## config.mk

```make
export PLATFORM = sky130hd
export DESIGN_NAME = down_counter_flat
export DESIGN_NICKNAME = d
export VERILOG_FILES = /design/src/rtl/down_counter_if.sv /design/src/rtl/down_counter.sv /design/src/flat_wrapper.sv
export SDC_FILE = /design/constraint.sdc
export NUM_CORES = 1
export LEC_CHECK = 0
export CAP_MARGIN = 10
export CORE_AREA = 2 2 39 41
export CTS_BUF_LIST = sky130_fd_sc_hd__clkbuf_16
export CTS_CLUSTER_SIZE = 30
export DETAILED_ROUTE_END_ITERATION = 8
export DIE_AREA = 0 0 41 43
export GPL_TIMING_DRIVEN = 1
export SYNTH_ARGS = -nofsm -noshare
export SYNTH_HDL_FRONTEND = slang
export SYNTH_SLANG_ARGS = --single-unit
```

## constraint.sdc

```tcl
create_clock -name clk -period 1.43 [get_ports clk]
set_input_delay 0.286 -clock clk [delete_from_list [all_inputs] [get_ports clk]]
set_output_delay 0.286 -clock clk [all_outputs]
set_load 0.02 [all_outputs]
```

## src/rtl/down_counter_if.sv

```systemverilog
// Load/count bus for down_counter: parallel-load request and data in, counter
// value and status flags out.
interface down_counter_if #(
    parameter int WIDTH = 4
);
    logic             load_en;
    logic [WIDTH-1:0] d;
    logic [WIDTH-1:0] q;
    logic             zero;
    logic             underflow;

    modport master (
        output load_en,
        output d,
        input  q,
        input  zero,
        input  underflow
    );

    modport slave (
        input  load_en,
        input  d,
        output q,
        output zero,
        output underflow
    );
endinterface

```

## src/rtl/down_counter.sv

```systemverilog
// Free-running down counter with parallel load and a one-cycle underflow pulse.
// Define DOWN_COUNTER_SATURATE_EN to hold at zero instead of wrapping to all-ones.
module down_counter #(
    parameter int WIDTH = 4
) (
    input  logic          clk,
    input  logic          reset,
    down_counter_if.slave bus
);
    logic [WIDTH-1:0] q_r;
    logic             uf_r;

`ifdef DOWN_COUNTER_SATURATE_EN
    // Set once the saturating step has fired, so the pulse is not repeated
    // while the counter sits at zero.
    logic held_r;

    always_ff @(posedge clk) begin
        if (reset) begin
            q_r    <= '0;
            uf_r   <= 1'b0;
            held_r <= 1'b0;
        end else if (bus.load_en) begin
            q_r    <= bus.d;
            uf_r   <= 1'b0;
            held_r <= 1'b0;
        end else if (q_r == '0) begin
            q_r    <= '0;
            uf_r   <= ~held_r;
            held_r <= 1'b1;
        end else begin
            q_r    <= q_r - WIDTH'(1);
            uf_r   <= 1'b0;
            held_r <= 1'b0;
        end
    end
`else
    always_ff @(posedge clk) begin
        if (reset) begin
            q_r  <= '0;
            uf_r <= 1'b0;
        end else if (bus.load_en) begin
            q_r  <= bus.d;
            uf_r <= 1'b0;
        end else if (q_r == '0) begin
            q_r  <= '1;
            uf_r <= 1'b1;
        end else begin
            q_r  <= q_r - WIDTH'(1);
            uf_r <= 1'b0;
        end
    end
`endif

    assign bus.q         = q_r;
    assign bus.zero      = (q_r == '0);
    assign bus.underflow = uf_r;
endmodule

```

## src/flat_wrapper.sv

```systemverilog
// flat-port wrapper written by rule: the top's interface ports become plain ports
module down_counter_flat 
#(
    parameter int WIDTH = 4
)
  (clk, reset, bus_load_en, bus_d, bus_q, bus_zero, bus_underflow);
  down_counter_if #(.WIDTH(WIDTH)) bus_i ();
  input  logic clk;
  input  logic reset;
  input wire logic [$bits(bus_i.load_en)-1:0] bus_load_en;
  input wire logic [$bits(bus_i.d)-1:0] bus_d;
  output wire logic [$bits(bus_i.q)-1:0] bus_q;
  output wire logic [$bits(bus_i.zero)-1:0] bus_zero;
  output wire logic [$bits(bus_i.underflow)-1:0] bus_underflow;
  assign bus_i.load_en = bus_load_en;
  assign bus_i.d = bus_d;
  assign bus_q = bus_i.q;
  assign bus_zero = bus_i.zero;
  assign bus_underflow = bus_i.underflow;
  down_counter #(.WIDTH(WIDTH)) u_core (.clk(clk), .reset(reset), .bus(bus_i));
endmodule
```

; After elaboration in Yosys (flattened, before gate mapping)
; Cells that the tools add are included.
[op_classes]
muxes = 3
add_sub_neg = 1
reduce_logical = 2
[ops]
columns = op, count
row1 = $mux 4, 2
row2 = $logic_not 4->1, 1
row3 = $sub 4x1->4 const B, 1
row4 = $reduce_or 2->1, 1
row5 = $mux 1, 1
[word_totals]
reg_bits = 5
elab_cells = 8
output_inout_bits = 6

; Longest topological paths before layout
[depth]
word_depth = 3
mapped_depth = 5

; Worst setup path after synthesis
; OpenSTA, ideal clock, no wires.
[synth_path]
kind = reg2reg
startpoint = register u_core.q_r[0] (netlist: u_core.bus.q[0])
endpoint = register u_core.q_r[0] (netlist: u_core.bus.q[0])
setup_ps = 70
setup_slack_ps = -164
stages_incl_launch_ff = 6
arrival_ps = 1524
synth_period_minus_slack_ps = 1594
n_path_buf = 0
cell_sequence = dfxtp_1 > inv_1 > ha_1 > nor3b_1 > o21bai_1 > a21oi_1
[synth_between]
elab_chain_cells = 3
[synth_rtl]
columns = item, line
row1 = "start, declared", down_counter.sv:10  ; logic [WIDTH-1:0] q_r;
row2 = "start signal, assigned", down_counter.sv:43  ; q_r <= bus.d;
row3 = "start signal, assigned", down_counter.sv:49  ; q_r <= q_r - WIDTH'(1);
row4 = $logic_not 4->1, -
row5 = net bus_zero, flat_wrapper.sv:13  ; output wire logic [$bits(bus_i.zero)-1:0] bus_zero;
row6 = $mux 4, down_counter.sv:45  ; end else if (q_r == '0) begin
row7 = $mux 4, down_counter.sv:42  ; end else if (bus.load_en) begin
; The timed path passes the listed nets, and every way through them passes these cells.
; A chain may end at the register's enable or synchronous reset.

; Final worst setup path
[layout_path]
startpoint = register u_core.uf_r (netlist: u_core.bus.underflow)
endpoint = output port bus_underflow
[layout_rtl]
columns = item, line
row1 = "start, declared", down_counter.sv:11  ; logic uf_r;
row2 = "start signal, assigned", down_counter.sv:41  ; uf_r <= 1'b0;
row3 = "start signal, assigned", down_counter.sv:44  ; uf_r <= 1'b0;
row4 = "start signal, assigned", down_counter.sv:47  ; uf_r <= 1'b1;
row5 = "end, declared", flat_wrapper.sv:14  ; output wire logic [$bits(bus_i.underflow)-1:0] bus_underflow;
; No word-level cell between the ends.

==> results.cfg <==
[outcome]
status = completed

[clock_network]
h-tree-depth = 1
cts.clk_slew.worst_paths_ps = 30
cts.path.max_buffers = 2
cts_num_sinks = 5
postCtsSetupBuffers = 0
clockRootBuffer = clkbuf_16
clk-insertion-delay-late_ps = 230
cts_buffers = 3
tritoncts = done
holdBufCountCts = 0

[logic_synthesis]
synth_cells = 26
yosysSeqAreaShare_pct = 42.78
avgSynthCellArea_um2 = 8.999
yosys_warnings = 0
yosys_register_bits = 5
synth_nets = 34
netlist_area_um2 = 234.0
synth_cell_types = 16

[cells_and_area]
final_core_util_pct = 37.79
area_growth_pct = 123.5
stdcell_area_um2 = 523.0
regArea_um2 = 101.3
drive_gt1_share_pct = 33.33
fill_cells = 145
nets = 57
n_antenna_cell = 0
multi_input_area_um2 = 146.4

[drt]
vias_per_cell = 4.234
ant_nets = 0
first_pass_iters = 4
drc_errors = 0
detail_route.wl_per_cell_um = 11.08
num_vias = 271
drt_iter0_drc = 4
drt_wl_total_um = 709

[worst_setup_path]
critPathRequiredTime_ps = 1140
path_class = flop to output port
start_kind = flop
r2r_slack_ps = 150
slowest_stage = clkdlybuf4s50_1
r2r_start = u_core.bus.q[2]$_SDFF_PP0_
cp_top_family = buffers and inverters
slowest_delay_ps = 590
reg2regPathDepth = 4
endpoint_kind = output port
path_cells = clkdlybuf4s50_1
rr_endpoint = u_core.bus.q[3]$_SDFF_PP0_
critPathMaxFanout = 1
critPathBufInv = 1
crit_arrival_ps = 1120

[power]
powerDensity_nw_per_um2 = 1497
ir_drop_mv = 0.6244
power_leakage_nw = 0.2354

[sta]
hold_viol_final = 0
clock.fmax_mhz = 710.9
skew_ps = 0.6845
worst_pin_slew_ps = 291.9
drv_slew = 0
fin_crit_sh_pct = 98.37
setup_tns_ps = 0
timing.slew.headroom_pct = 80.48
period_needed_ps = 1407
setup_violations = 0

[min_path]
hp-start = u_core.bus.q[0]$_SDFF_PP0_
hold_depth = 3
hold_class = flop to flop
min_to = u_core.bus.q[0]$_SDFF_PP0_

[placed_design]
gp_congestion = 0.6924
dp_hpwl_um = 480.1
io_buffers = 12
placed_cell_area_um2 = 427.9

[global_routing]
grt_pass1_vias = 257
grt_max_degree = 9
track_usage_pct = 10.53
overflow = 0
antenna_found_initial = 0
grt_pass1_wl_mm = 1.104

[job]
drv_cap = 0

[floorplan]
rows = 14
start_util_pct = 16.91
num_io_pins = 13
die_w_um = 41
fp.coreArea_um2 = 1384
dieArea_um2 = 1763
die_h_um = 43
-- layout make-up --
cell class,count,share of cell area [%]
flip-flops and latches,5,19.38
clock buffers,3,14.35
multi-input cells,18,27.99
inverters,2,1.435
repair buffers,19,32.30
clock inverters,1,0.7177
well taps,16,3.828
-- layer usage --
layer / vias up / share of wire (%) / global-route usage (%) / wire (um)
li1: 134 / - / - / -
met1: 123 / 43 / 12.18 / 303
met2: 9 / 44 / 11.56 / 311
met3: 5 / 9.0 / 7.853 / 64
met4: 0 / 4.1 / 10.00 / 29
met5: - / 0 / 0 / 0
-- registers in the layout, indices dropped and copies added, names as in the netlist --
register              cells
u_core.bus.underflow      1
u_core.bus.q              4
-- report_power, final --
part           internal [mW]  total (mW)  switching (mW)
clock                  0.362       0.458          0.0954
sequential             0.154       0.164          0.0102
combinational         0.0906       0.161          0.0704
-- metrics by stage --
step	power, mW	hold slack, ps	instances	worst slack [ps]
after global placement	0.3186	587.6	60	-173.4
after floorplan	0.2314	355.1	26	98.99
final	0.7828	611.5	64	23.25
after CTS	0.7688	609.0	64	9.487
after global routing	0.8143	647.2	64	-6.862
after detailed placement	0.3190	600.8	60	-183.1
-- placed cells by master, fill, tap and decap left out, drive strengths merged, types with 2 or more instances in the layout --
cell type / Yosys / final
buf: 0 / 8
nor3b: 2 / 2
inv: 2 / 3
a21oi: 2 / 2
clkbuf: 1 / 3
nor2: 4 / 4
dfxtp: 5 / 5
clkdlybuf4s50: 0 / 7
dlygate4sd2: 0 / 4
-- cells in the mapped netlist (all sizes together) --
| cell | number | area share [%] |
|---|---|---|
| dfxtp | 5 | 43 |
| inv | 2 | 3.2 |
| ha | 1 | 5.3 |
| o31ai | 1 | 3.2 |
| nor2b | 1 | 2.7 |
| nand2 | 1 | 1.6 |
| or4b | 1 | 4.3 |
| o21bai | 1 | 3.2 |
| mux2i | 1 | 4.3 |
| nor2 | 4 | 6.4 |
| o41ai | 1 | 3.7 |
| nor3b | 2 | 6.4 |
| nand3b | 1 | 3.2 |
| a21oi | 2 | 4.3 |
| xor2 | 1 | 3.7 |
| clkbuf | 1 | 1.6 |
-- logic make-up after synthesis --
| logic type | after synthesis | synth area share (%) |
|---|---|---|
| flops | 5 | 42.78 |
| mux | 1 | 4.278 |
| compound gates | 5 | 14.44 |
| simple gates | 10 | 24.60 |
| buf+inv | 3 | 4.812 |
| xor+xnor | 1 | 3.744 |
| fa+ha+maj | 1 | 5.347 |
-- worst min-delay path, cell delays in order, from the launching register on --
cell and delay (ps):
dfxtp_1 300, inv_2 70, o21bai_1 70, a21oi_1 130
-- repair_timing --
action	CTS	global route
pin swaps	0	1
endpoints found under the hold margin	0	0
gates resized for setup	8	8
setup endpoints to repair	5	1
-- how the worst max path moves through the flow --
stage	from	to	slack, ps	cells after the start
after detailed placement	u_core.bus.q[0]$_SDFF_PP0_	bus_zero	-180	4
after CTS	u_core.bus.q[0]$_SDFF_PP0_	bus_zero	9	4
after floorplan	u_core.bus.q[0]$_SDFF_PP0_	u_core.bus.q[0]$_SDFF_PP0_	100	5
after global placement	u_core.bus.q[0]$_SDFF_PP0_	bus_zero	-170	4
after global routing	u_core.bus.q[1]$_SDFF_PP0_	bus_zero	-7	4
final	u_core.bus.underflow$_SDFF_PP0_	bus_underflow	20	1
Power figures use the tool's default switching activity.
